**config.mk**
```make
export PLATFORM = sky130hd
export DESIGN_NAME = sha_digest_stream_rx
export DESIGN_NICKNAME = d
export VERILOG_FILES = /design/src/rtl/sha_digest_stream_rx.sv
export SDC_FILE = /design/constraint.sdc
export NUM_CORES = 1
export LEC_CHECK = 0
export ABC_CLOCK_PERIOD_IN_PS = 5980
export CAP_MARGIN = 20
export CORE_UTILIZATION = 45
export CTS_BUF_LIST = sky130_fd_sc_hd__clkbuf_4 sky130_fd_sc_hd__clkbuf_8 sky130_fd_sc_hd__clkbuf_16
export CTS_CLUSTER_SIZE = 28
export DETAILED_ROUTE_END_ITERATION = 6
export GPL_TIMING_DRIVEN = 0
export PLACE_DENSITY = 0.76
export SLEW_MARGIN = 20
export SYNTH_ARGS = -nofsm -noshare
export SYNTH_HDL_FRONTEND = slang
export SYNTH_SLANG_ARGS = --single-unit
```
**constraint.sdc**
```tcl
create_clock -name ACLK -period 5.98 [get_ports ACLK]
set_input_delay 1.794 -clock ACLK [delete_from_list [all_inputs] [get_ports ACLK]]
set_output_delay 1.794 -clock ACLK [all_outputs]
set_load 0.05 [all_outputs]
```
**src/rtl/sha_digest_stream_rx.sv**
```systemverilog
// sha_digest_stream_rx: AXI-Stream slave that collects 16-bit SHA-3 digest beats,
// checks the beat count against the variant on TUSER, packs them into a 512-bit
// digest register and presents it with a valid/ack handshake.
// Optional feature macro: SHA_RX_DEST_FILTER_EN (drop frames whose TDEST != DEST_ID).
module sha_digest_stream_rx #(
    parameter int         DATA_WIDTH = 16,
    parameter int         MAX_BITS   = 512,
    parameter logic [7:0] DEST_ID    = 8'h00
) (
    input  logic                  ACLK,
    input  logic                  ARESETn,
    input  logic                  TVALID,
    output logic                  TREADY,
    input  logic [DATA_WIDTH-1:0] TDATA,
    input  logic                  TLAST,
    input  logic [3:0]            TUSER,
    input  logic [1:0]            TID,
    input  logic [7:0]            TDEST,
    output logic [MAX_BITS-1:0]   digest,
    output logic [9:0]            digest_bits,
    output logic [1:0]            digest_id,
    output logic [7:0]            digest_dest,
    output logic                  digest_valid,
    input  logic                  digest_ack,
    output logic                  err_short,
    output logic                  err_long,
    output logic                  err_mode
);

    localparam int LANES = MAX_BITS / DATA_WIDTH;
    localparam int IDX_W = $clog2(LANES);

`ifdef SHA_RX_DEST_FILTER_EN
    localparam bit FILTER_EN = 1'b1;
`else
    localparam bit FILTER_EN = 1'b0;
`endif

    typedef enum logic [1:0] {
        IDLE,
        COLLECT,
        DRAIN,
        HOLD
    } state_t;

    state_t              state_q, state_d;
    logic [5:0]          cnt_q, cnt_d;
    logic [1:0]          mode_q;
    logic [MAX_BITS-1:0] digest_q, digest_d;
    logic [9:0]          bits_q;
    logic [1:0]          id_q;
    logic [7:0]          dest_q;
    logic                tready_q;
    logic                valid_q;
    logic                err_short_q, err_long_q, err_mode_q;
    logic                err_short_d, err_long_d, err_mode_d;
    logic                capture;
    logic                wr_en;
    logic [IDX_W-1:0]    wr_idx;
    logic [5:0]          last_idx;
    logic [9:0]          bits_new;
    logic                accept;
    logic                dest_drop;

    assign accept    = TVALID && tready_q;
    assign dest_drop = FILTER_EN && (TDEST != DEST_ID);

    // Index of the final beat for the latched variant, and digest length for a new frame.
    always_comb begin
        // NOTE: every signal written here gets a default first so no latch is inferred.
        last_idx = 6'd13;
        bits_new = 10'd224;
        case (mode_q)
            2'd0:    last_idx = 6'd13;
            2'd1:    last_idx = 6'd15;
            2'd2:    last_idx = 6'd23;
            default: last_idx = 6'd31;
        endcase
        case (TUSER[1:0])
            2'd0:    bits_new = 10'd224;
            2'd1:    bits_new = 10'd256;
            2'd2:    bits_new = 10'd384;
            default: bits_new = 10'd512;
        endcase
    end

    // Next-state, beat counter and error-pulse decode.
    always_comb begin
        // NOTE: combinational logic uses blocking assignments; state registers use non-blocking.
        state_d     = state_q;
        cnt_d       = cnt_q;
        capture     = 1'b0;
        wr_en       = 1'b0;
        wr_idx      = cnt_q[IDX_W-1:0];
        err_short_d = 1'b0;
        err_long_d  = 1'b0;
        err_mode_d  = 1'b0;
        case (state_q)
            IDLE: begin
                if (accept) begin
                    if (dest_drop) begin
                        state_d = TLAST ? IDLE : DRAIN;
                    end else if (TUSER > 4'd3) begin
                        err_mode_d = 1'b1;
                        state_d    = TLAST ? IDLE : DRAIN;
                    end else begin
                        capture = 1'b1;
                        wr_en   = 1'b1;
                        wr_idx  = '0;
                        cnt_d   = 6'd1;
                        if (TLAST) begin
                            err_short_d = 1'b1;
                            state_d     = IDLE;
                        end else begin
                            state_d = COLLECT;
                        end
                    end
                end
            end
            COLLECT: begin
                if (accept) begin
                    wr_en = 1'b1;
                    cnt_d = cnt_q + 6'd1;
                    if (cnt_q == last_idx) begin
                        if (TLAST) begin
                            state_d = HOLD;
                        end else begin
                            err_long_d = 1'b1;
                            state_d    = DRAIN;
                        end
                    end else if (TLAST) begin
                        err_short_d = 1'b1;
                        state_d     = IDLE;
                    end
                end
            end
            DRAIN: begin
                if (accept && TLAST) state_d = IDLE;
            end
            HOLD: begin
                if (digest_ack) state_d = IDLE;
            end
            default: state_d = IDLE;
        endcase
    end

    // Digest lane update: a new frame clears the register, then each beat fills its lane.
    always_comb begin
        digest_d = capture ? '0 : digest_q;
        if (wr_en) digest_d[int'(wr_idx)*DATA_WIDTH +: DATA_WIDTH] = TDATA;
    end

    // State, handshake outputs and error pulses, all registered.
    always_ff @(posedge ACLK or negedge ARESETn) begin
        if (!ARESETn) begin
            state_q     <= IDLE;
            cnt_q       <= '0;
            tready_q    <= 1'b0;
            valid_q     <= 1'b0;
            err_short_q <= 1'b0;
            err_long_q  <= 1'b0;
            err_mode_q  <= 1'b0;
        end else begin
            state_q     <= state_d;
            cnt_q       <= cnt_d;
            tready_q    <= (state_d != HOLD);
            valid_q     <= (state_d == HOLD);
            err_short_q <= err_short_d;
            err_long_q  <= err_long_d;
            err_mode_q  <= err_mode_d;
        end
    end

    // Frame attributes and digest storage, latched on the first beat of a legal frame.
    always_ff @(posedge ACLK or negedge ARESETn) begin
        // NOTE: the digest register is reset because a cleared digest is a visible output value.
        if (!ARESETn) begin
            digest_q <= '0;
            mode_q   <= '0;
            bits_q   <= '0;
            id_q     <= '0;
            dest_q   <= '0;
        end else begin
            digest_q <= digest_d;
            if (capture) begin
                mode_q <= TUSER[1:0];
                bits_q <= bits_new;
                id_q   <= TID;
                dest_q <= TDEST;
            end
        end
    end

    assign TREADY       = tready_q;
    assign digest       = digest_q;
    assign digest_bits  = bits_q;
    assign digest_id    = id_q;
    assign digest_dest  = dest_q;
    assign digest_valid = valid_q;
    assign err_short    = err_short_q;
    assign err_long     = err_long_q;
    assign err_mode     = err_mode_q;

endmodule
```
# Yosys cells after proc, flatten, opt, wreduce, memory -nomap -nowiden
# Cells that the tools add are included.
[totals] rom_bits=0 latchBits=0 ram_bits=0 elab_cells=78 ff_bits=547 memories=0 input_bits=35 out_inout_bits=537
[classes] n_bitwise=0 shifts=2 muxes=41 eq_ne=13 n_lt_le_gt_ge=1 div=0 mul=0 addsub=2 reduce_logical=7
[op_table] cell="two-way mux 512 bit" count=2
[op_table] cell="bitwise mux 512 bit" count=1
[op_table] cell="variable shift 16 x 33 -> 512 bit, first input constant" count=1
[op_table] cell="variable part select 16 x 33 -> 512 bit" count=1
[op_table] cell="negator 9 -> 33 bit" count=1
[op_table] cell="case mux 10 bit (3 select lines)" count=1
[op_table] cell="two-way mux 1 bit" count=18
[op_table] cell="two-way mux 6 bit" count=3
[op_table] cell="two-way mux 2 bit" count=8
[op_table] cell="two-way mux 5 bit" count=3
[op_table] cell="case mux 5 bit (3 select lines)" count=1
[op_table] cell="case mux 6 bit (2 select lines)" count=1
[op_table] cell="equality test 2 bit, second input constant" count=5
[op_table] cell="inequality test 2 bit, second input constant" count=4
[op_table] cell="case mux 2 bit (4 select lines)" count=1
[op_table] cell="adder 6 x 1 -> 6 bit, second input constant" count=1
[op_table] cell="equality test 2 x 1 -> 1 bit, second input constant" count=3
[op_table] cell="equality test 6 bit" count=1
[op_table] cell="zero test 2 bit" count=3
[op_table] cell="> comparator 4 x 2 -> 1 bit, second input constant" count=1
[op_table] cell="case mux 1 bit (2 select lines)" count=2
[op_table] cell="AND reduction 4 bit" count=1
[op_table] cell="logical AND 1 bit" count=2
[op_table] cell="nonzero test 2 bit" count=1

# Depth between registers and ports, before layout
# Gate-level depths: netlist of the first run.
[logic_depth] depth_word=8 ltp_mapped=20 mapped_depth_nobuf=12

# Least setup slack after synthesis of the first run
# OpenSTA, ideal clock, no wires.
[synth_path] path_kind="input-to-reg" start="input port TVALID" end="register digest_q[229] (netlist: digest[229])" arrival_ps=5384 setup_ps=136 t_required_ps=5844 slack_ps=460 stages=20 n_path_buf=9 cell_sequence="and3b_1 buf_2 nand2_1 buf_2 buf_2 buf_1 buf_1 nand2_1 ha_1 buf_2 o21a_1 ha_1 inv_1 a2111o_1 buf_6 or4_1 clkbuf_1 buf_2 nand2_1 a21oi_1"
[synth_via] elab_chain_cells=7 word_cells_on_any_way=13 classes_between="add/sub: 1; shift: 2; mux: 9; reduce/logical: 1"
[synth_lines] item="start, declared" line="12" source="input logic TVALID,"
[synth_lines] item="logical AND 1 bit (*)" line="65" source="assign accept = TVALID && tready_q;"
[synth_lines] item="two-way mux 5 bit" line="100" source="if (accept) begin"
[synth_lines] item="two-way mux 5 bit" line="98" source="case (state_q)"
[synth_lines] item="negator 9 -> 33 bit" line="150" source="if (wr_en) digest_d[int'(wr_idx)*DATA_WIDTH +: DATA_WIDTH] = TDATA;"
[synth_lines] item="variable part select 16 x 33 -> 512 bit or variable shift 16 x 33 -> 512 bit (tied branches)" line="150"
[synth_lines] item="bitwise mux 512 bit" line="150"
[synth_lines] item="two-way mux 512 bit (*)" line="150"
[synth_lines] item="via digest_d[229]" line="49" source="logic [MAX_BITS-1:0] digest_q, digest_d;"
[synth_lines] item="end signal, assigned" line="184" source="digest_q <= digest_d;"
[synth_lines] item="end, declared" line="49"
# The timed path passes the listed nets; every way through them passes the cells marked *.
# A chain may end at the register's enable or synchronous reset.

# Final worst setup path of the first run
[layout_path] start="input port TVALID" end="register digest_q[254] (netlist: digest[254])"
# The elaborated chain is that of the path after synthesis.

==> run summary, run 1 <==
The flow ran to the end, and the final reports show no timing, DRC or antenna violations. The dominant cell type by area after synthesis is sky130_fd_sc_hd__dfrtp_1. For this design, the sink count on the clock tree is 541. The destination of the critical timing path is digest[254]. The filler cell count in the final layout is 4008.

The worst setup path is captured at a flop. The tools report the leakage power of the design as 13.25 nW. The total I/O pin count came out at 572.

The first global-routing pass estimated 131.3 mm of wire. The run gives 0 as the total count of max-transition violations in the final report. After detailed routing, the number of vias per cell comes to 5.811.

The detailed-router iteration count before antenna repair came out at 5. The maximum root-to-sink buffer count is 3. TritonCTS built the clock tree. Worst slew slack as a fraction of its limit: 0.2298. The placement row count came out at 81. In this run the worst hold path is classified as flop to flop. The initial antenna violation count came out at 2. Setup violations remaining at the end of the flow were counted as 0. In the final timing run, aggregate negative setup slack is 0 ns. IR analysis of the VDD net gives a maximum drop of 333.7 uV. Clock-pin slew was measured on the worst setup and hold paths at 0.06 ns. The switching fraction of total power works out to 0.4269. After synthesis the netlist holds a flip-flop and latch count of 541. The worst setup path is launched from an input pin. For the remaining routing DRC violations, the log shows 0.

The share of the synthesized area in the top cell type came out at 0.6050. By count the netlist is led by 542 x sky130_fd_sc_hd__nand2_1, 541 x sky130_fd_sc_hd__dfrtp_1, 450 x sky130_fd_sc_hd__o21ai_0, 375 x sky130_fd_sc_hd__nand3_1, 156 x sky130_fd_sc_hd__clkbuf_1. The part of the power in the clock network was 0.259. Across all hold checks on the routed design, the worst slack comes to 0.4841 ns.

The relative area change from synthesis to final layout is 38.68%, and the portion of total power attributed to combinational logic is 0.404. The total internal power was 7.943 mW; the count of input and output buffers was 565. The startpoint of the most critical register-to-register path is state_q[1]. The share of power burned in registers is 0.337. The clock root buffer was sky130_fd_sc_hd__clkbuf_16. By area the synthesized netlist is led by sky130_fd_sc_hd__dfrtp_1 61%, sky130_fd_sc_hd__o21ai_0 10%, sky130_fd_sc_hd__nand2_1 9.1%, sky130_fd_sc_hd__nand3_1 8.4%, sky130_fd_sc_hd__clkbuf_1 2.6%. The maximum fanout along the worst path is 19. For the highest achievable clock rate, the log shows 172.5 MHz. Yosys printed 0 warnings. The die is 225.0 um tall. The HPWL after detailed placement is 63.49 mm. The tools report the clock tree skew after final layout as 0.02018 ns. The logs give 0.3483 for the global-route total usage across every layer and 89.80 mm for the total wire length. The endpoint identified for the worst register-to-register timing path is digest[254].

For the worst flop-to-flop path, the logic depth is 19. The start-to-end type of the worst setup path is input pin to flop. At the worst endpoint, the required time is 6.43 ns. Detailed routing inserted a total of 21650 vias.

For flop-to-flop paths, the worst setup slack is 1.35 ns. TritonCTS created 55 clock buffers. Max-cap violations in this run came to 0. In this run the cell area of the synthesized design comes to 22380 um2.

The final period utilization works out to 0.9693. The average footprint of a synthesized cell works out to 9.370 um2. In this run the power spent charging and discharging nets is 5.918 mW.

Dividing the detail-routed wire length by the instance count gives 24.10 um. Entering global routing, the biggest net connects 106 pins. From left edge to right edge, the die measures 225.0 um.

Global routing finished with a remaining overflow of 0. Synthesis produced a netlist whose cell count is 2388. At the pin with the least slew margin, the transition time is 1.155 ns. Post-synthesis sequential area ratio: 0.6050.

In this run the remaining antenna-violating nets after routing total 0. Share of cells above drive strength 1: 0.06599. The final critical-path required period was 5.797 ns; the area of the die was 50620 um2. The final hold violation count was 0; the async set-or-reset flop fraction in the synthesized netlist was 1.000.

The later pin in the worst-skew pair is clocked with a latency of 0.60 ns. The core area was 48950 um2. For the worst setup path, the data arrival time is 6.25 ns.

Power spread over the standard cell area amounts to 446.7 nW/um2. The maximum level of the CTS H-tree was 2. Predominant post-synthesis flop cell: sky130_fd_sc_hd__dfrtp_1. In the final design database the tool counted 3065 nets. The number of flops mapped to enable cells by yosys is 0. Synthesis instantiated 58 different standard cells from the library. The logs give 0.4571 for the initial standard-cell utilization of the core and 2396 for the count of routing violations after the opening detailed-route iteration. The via count of the first global-routing pass was 20780. The library cell with the highest instance count after synthesis is sky130_fd_sc_hd__nand2_1.

In this run the worst setup path begins at TVALID. The congestion estimate from routability-driven global placement came to 0.9440.
layout make-up:
class                      count  area (um2)  share of cell area
sequential                   541       13540              0.4363
multi-input combinational   1610        7883              0.2540
timing repair buffer         576        5843              0.1883
clock buffer                  82        1677             0.05403
buffer                       234        1044             0.03363
tap                          664       830.8             0.02677
clock inverter                12       192.7            0.006209
inverter                       6       22.52           0.0007257
antenna                        1       2.502          0.00008064
repair_timing:
item                       CTS  global route
buffers inserted             3             3
pin swaps                    2             0
resized for setup            8            23
hold buffers                 0             0
setup endpoints to repair  512           340
per-stage QoR:
stage	util	setup slack [ns]	total power [mW]	cell area, um2	cells
2_1_floorplan	-	0.4600	8.086	22390	2392
3_3_place_gp	0.5899	-19.66	10.11	28880	3621
3_5_place_dp	0.5930	-1.815	10.21	29030	3626
4_1_cts	0.6319	0.01939	13.78	30930	3722
5_1_grt	0.6339	-0.0001799	14.33	31030	3726
6_report	0.6339	0.1834	13.86	31030	3726
cell usage in the layout (no fill, tap or decap), drive strengths merged, types with 8 or more instances in the layout:
cell and n:
dfrtp 541, inv 8, or3 8, buf 86, nor2 47, o21ai 474
clkbuf 242, a21oi 22, nand4 9, clkdlybuf4s50 564, mux2i 16, nor3 16
nand3 375, nand2 542, o211ai 34
power groups by stage:
| stage | sequential (mW) | clock [mW] | combinational, mW |
|---|---|---|---|
| 2_1_floorplan | 6.63 | 0 | 1.45 |
| 3_3_place_gp | 4.72 | 0 | 5.39 |
| 3_5_place_dp | 4.72 | 0 | 5.49 |
| 4_1_cts | 4.66 | 3.60 | 5.52 |
| 5_1_grt | 4.71 | 3.74 | 5.87 |
| 6_report | 4.67 | 3.58 | 5.61 |
worst min path at each step:
stage | from | end | slack (ns) | cells after the start
final | digest_bits[8] | digest_bits[8] | 0.48 | 2
after global placement | digest_dest[0] | digest_dest[0] | 0.46 | 2
after global routing | digest_bits[8] | digest_bits[8] | 0.50 | 2
after detailed placement | digest_bits[8] | digest_bits[8] | 0.47 | 2
after CTS | digest_bits[8] | digest_bits[8] | 0.49 | 2
after floorplan | mode_q[1] | mode_q[1] | 0.46 | 2
flip-flops by register name (all words and copies together) (netlist names):
register	cells
mode_q	2
digest_bits	4
digest	512
err_mode	1
TREADY	1
err_short	1
err_long	1
digest_id	2
state_q	2
digest_valid	1
cnt_q	6
digest_dest	8
cells by family (layout without fill, tap and decap cells):
family	count (synthesis)	in the layout	synth area share
simple gates	1028	1028	0.2044
compound gates	547	547	0.1299
flops	541	541	0.6050
buf+inv	241	910	0.04691
mux	16	16	0.007157
xor+xnor	8	8	0.003131
fa+ha+maj	6	6	0.003355
other cells	1	6	0.0001676
critical path: stages:
cell                              delay (ns)
sky130_fd_sc_hd__clkdlybuf4s50_1        0.44
sky130_fd_sc_hd__and3b_1                0.17
sky130_fd_sc_hd__buf_2                  0.17
sky130_fd_sc_hd__nand2_1                0.09
sky130_fd_sc_hd__buf_2                  0.24
sky130_fd_sc_hd__buf_6                  0.27
sky130_fd_sc_hd__buf_4                  0.30
sky130_fd_sc_hd__nand2_1                0.09
sky130_fd_sc_hd__ha_1                   0.19
sky130_fd_sc_hd__buf_2                  0.18
sky130_fd_sc_hd__o21a_1                 0.13
sky130_fd_sc_hd__ha_1                   0.38
sky130_fd_sc_hd__inv_1                  0.09
sky130_fd_sc_hd__a2111o_1               0.42
sky130_fd_sc_hd__buf_6                  0.18
sky130_fd_sc_hd__nor3_4                 0.31
sky130_fd_sc_hd__nand2_1                0.23
sky130_fd_sc_hd__clkbuf_1               0.28
sky130_fd_sc_hd__nand3_1                0.14
sky130_fd_sc_hd__o21ai_0                0.13
layer usage:
| layer | GRT usage | routed length [um] |
|---|---|---|
| met3 | 0.08449 | 8554 |
| met2 | 0.5459 | 41580 |
| met1 | 0.4569 | 35380 |
| met4 | 0.1619 | 4269 |
| met5 | 0 | 13 |
(Power assumes the default switching activity.)
==> inputs of run 2 (changes only) <==
PLACE_DENSITY = 0.82   (was 0.76)
==> run 2 against run 1 <==
  * Worst hold slack got worse by 0.0060 ns
  * Combinational power barely moved
  * Sequential power barely moved
  * First-iteration DRC count rose by 3.6%
  * Sequential share of layout area barely moved
  * Total power rose by 0.41%
  * Global-route usage barely moved
  * Fmax rose by 2.1%
  * Critical path depth fell by 5
  * Cell area rose by 0.10%
  * Critical path type unchanged
==> run summary, run 2 (synthesized netlist as in run 1, its figures left out) <==
The tools report the number of nets in the layout as 3065 (unchanged). The critical path goes through clkdlybuf4s50_1, nand3b_1, o41ai_4, ha_1, buf_2, o21a_1, ha_1, inv_1, a2111o_1, buf_6, nor3_4, nand2_1, clkbuf_1, nand3_1, o21ai_0. The detailed-router iteration count before antenna repair is 6 (+1), and the relative area change from synthesis to final layout is 38.82%. The end of the worst register-to-register path was digest[220]. The logs give 3 (unchanged) for the maximum root-to-sink buffer count and 0 (unchanged) for the hold-fix buffer count after cts.

The average vias per placed instance was 5.874 (+1.1%). The CTS buffer count is 56 (+1.8%). The leakage power of the design was 13.26 nW (+0.11%); the core area was 48950 um2 (unchanged).

The final period utilization came out at 0.9491 (-0.02027). The critical path is of the input pin to flop type. The initial antenna violation count is 2 (unchanged). The logs give 21180 (+1.9%) for the via count of the first global-routing pass and 0 (unchanged) for the residual overflow from global routing. The tools report the total wire length as 90.78 mm (+1.1%). The nature of the critical path startpoint was an input pin.

The flow ran to the end, and the final reports show no timing, DRC or antenna violations. The tools report the endpoint arrival time on the critical path as 6.14 ns (-0.11 ns). CTS placed an instance of sky130_fd_sc_hd__clkbuf_16 at the clock tree root. Storage element area: 13540 um2 (unchanged).

The final estimated routing congestion in global placement is 0.9486 (+0.49%). The maximum fanout along the worst path came out at 10 (-9). The filler cell count in the final layout came out at 3907 (-2.5%). The startpoint of the most critical register-to-register path is state_q[1]. The non-filler instance count after layout is 3733 (+0.19%).

Routed wirelength normalized by instance count: 24.32 um (+0.90%). Most frequent standard cell in the layout excluding fill and tap cells: sky130_fd_sc_hd__clkdlybuf4s50_1. The die outline width is 225.0 um (unchanged). For the post-DP HPWL, the log shows 63.71 mm (+0.34%). The run gives 29060 um2 (+0.12%) as the placed cell area. TritonCTS built the clock tree.

The area of the die was 50620 um2 (unchanged); the sink count of the clock tree was 541 (unchanged). The endpoint required time on the critical path is 6.44 ns (about the same), and the global-route total usage across every layer is 0.3484 (about the same). The tools report the area of the multi-input gates as 7859 um2 (-0.30%).

The cell area after layout was 31060 um2 (+0.10%). The run gives 319.1 uV (-4.4%) as the maximum VDD drop. The via total after detailed routing is 21930 (+1.3%), and the total instance count after detailed placement is 3628 (+0.055%). In the layout the commonest cells are 564 x sky130_fd_sc_hd__clkdlybuf4s50_1, 542 x sky130_fd_sc_hd__nand2_1, 541 x sky130_fd_sc_hd__dfrtp_1.

The residual antenna-violating net count after detailed routing is 0 (unchanged), and the clock tree skew after final layout is 0.01572 ns (-0.004463 ns). The tools report the total I/O pin count as 572 (unchanged). Setup repair after global routing left no endpoint under its margin.

Slew at the pin closest to its max-slew limit: 1.128 ns (-0.02773 ns). The largest net degree at the start of global routing was 105 (-0.94%); the final critical-path required period was 5.675 ns (-0.1212 ns). The count of routing violations after the opening detailed-route iteration was 2482 (+3.6%). The share of cells above drive strength 1 was 0.06554 (-0.0004552); the clock latency on the worst-skew pair was 0.61 ns (about the same). The number of endpoints failing setup at the final stage is 0 (unchanged), and the register-to-register setup slack is 1.44 ns (+0.09 ns).

Origin of the worst setup path: TVALID. Clock transition at the register clock pins on the worst setup and hold paths after CTS: 0.06 ns (about the same). The initial standard-cell utilization of the core was 0.4571 (unchanged).

The flip-flop count of the largest register, all copies and words added came out at 512 (unchanged). The run gives 2 (unchanged) as the maximum level of the CTS H-tree. The most numerous cell type found on the critical path is sky130_fd_sc_hd__ha_1. The tools report the final worst hold slack as 0.4781 ns (-0.005984 ns).

The vertical extent of the die works out to 225.0 um (unchanged). For the global-route wire length before repair, the log shows 132.1 mm (+0.60%). The total count of max-transition violations in the final report was 0 (unchanged). The remaining routing DRC violations came out at 0 (unchanged). Cell with the largest stage delay on the worst path: sky130_fd_sc_hd__o41ai_4.

The count of input and output buffers came out at 565 (unchanged). The run gives 176.2 MHz (+2.1%) as the highest achievable clock rate. The run gives 0.2483 (+0.01849) as the worst slew slack as a fraction of its limit. Number of cells on the worst reg-to-reg path: 14 (-5). The stage delay of the slowest cell on the critical path works out to 0.74 ns (+0.30 ns). The kind of end point of the critical path was a flop. The power per cell area works out to 448.1 nW/um2 (+0.31%). The tools report the placement row count as 81 (unchanged). The path class of the lowest-slack min-delay path is flop to flop. The final hold violation count was 0 (unchanged); the total of max-cap violations was 0 (unchanged). The most critical setup path has its endpoint at digest[220].
==> run 2: changes by cell type in the layout (fill, tap and decap cells not counted), sizes merged <==
cell,before,now
clkbuf,242,240
clkinv,5,14
clkinvlp,0,1
diode,1,2
inv,8,6
==> run 2: repair_timing <==
item | 4_1_cts | 5_1_grt
resized for setup | 7 | 11
pin swaps | 2 | 0
endpoints found under the setup margin | 512 | 338
buffers inserted | 3 | 1
==> run 2: cell type report <==
cell class | count | share of cell area
sequential | 541 | 0.4358
buffer | 233 | 0.03311
clock inverter | 20 | 0.007572
timing repair buffer | 576 | 0.1887
inverter | 6 | 0.0007250
multi-input combinational | 1610 | 0.2530
antenna | 2 | 0.0001611
clock buffer | 81 | 0.05413
tap | 664 | 0.02675
==> run 2: routing by layer <==
| layer | track usage | up-vias | share of wire |
|---|---|---|---|
| met5 | 0 | - | 0 |
| met4 | 0.1648 | 0 | 0.054 |
| met3 | 0.08435 | 299 | 0.098 |
| met2 | 0.5540 | 1379 | 0.46 |
| met1 | 0.4492 | 10870 | 0.38 |
| li1 | - | 9380 | - |
==> run 2: critical path, delay by kind of cell <==
kind            cells  cell delay [ns]
simple gates        4             1.12
fa+ha+maj           2             0.51
compound gates      4             1.42
buf+inv             5             1.29
==> run 2: metrics by stage <==
step                setup TNS [ns]  total power, mW  utilization  setup slack, ns
global route                     0            14.36       0.6345           0.1077
finish                           0            13.92       0.6346           0.3046
CTS                              0            13.85       0.6335          0.02095
floorplan                        0            8.086            -           0.4600
global placement                 -            10.10       0.5899           -19.65
detailed placement         -737.85            10.22       0.5937           -1.787
==> run 2: how the worst min path moves through the flow <==
stage | startpoint | to | slack, ns | cells past startpoint
4_1_cts | digest_dest[6] | digest_dest[6] | 0.48 | 2
3_5_place_dp | digest_dest[6] | digest_dest[6] | 0.47 | 2
2_1_floorplan | mode_q[1] | mode_q[1] | 0.46 | 2
5_1_grt | digest_dest[6] | digest_dest[6] | 0.50 | 2
3_3_place_gp | digest_dest[5] | digest_dest[5] | 0.46 | 2
6_report | digest_dest[0] | digest_dest[0] | 0.48 | 2
==> run 2: power breakdown <==
| part | switching (mW) | internal (mW) |
|---|---|---|
| Sequential | 0.417 | 4.25 |
| Combinational | 4.05 | 1.55 |
| Clock | 1.48 | 2.16 |
| Total | 5.95 | 7.97 |
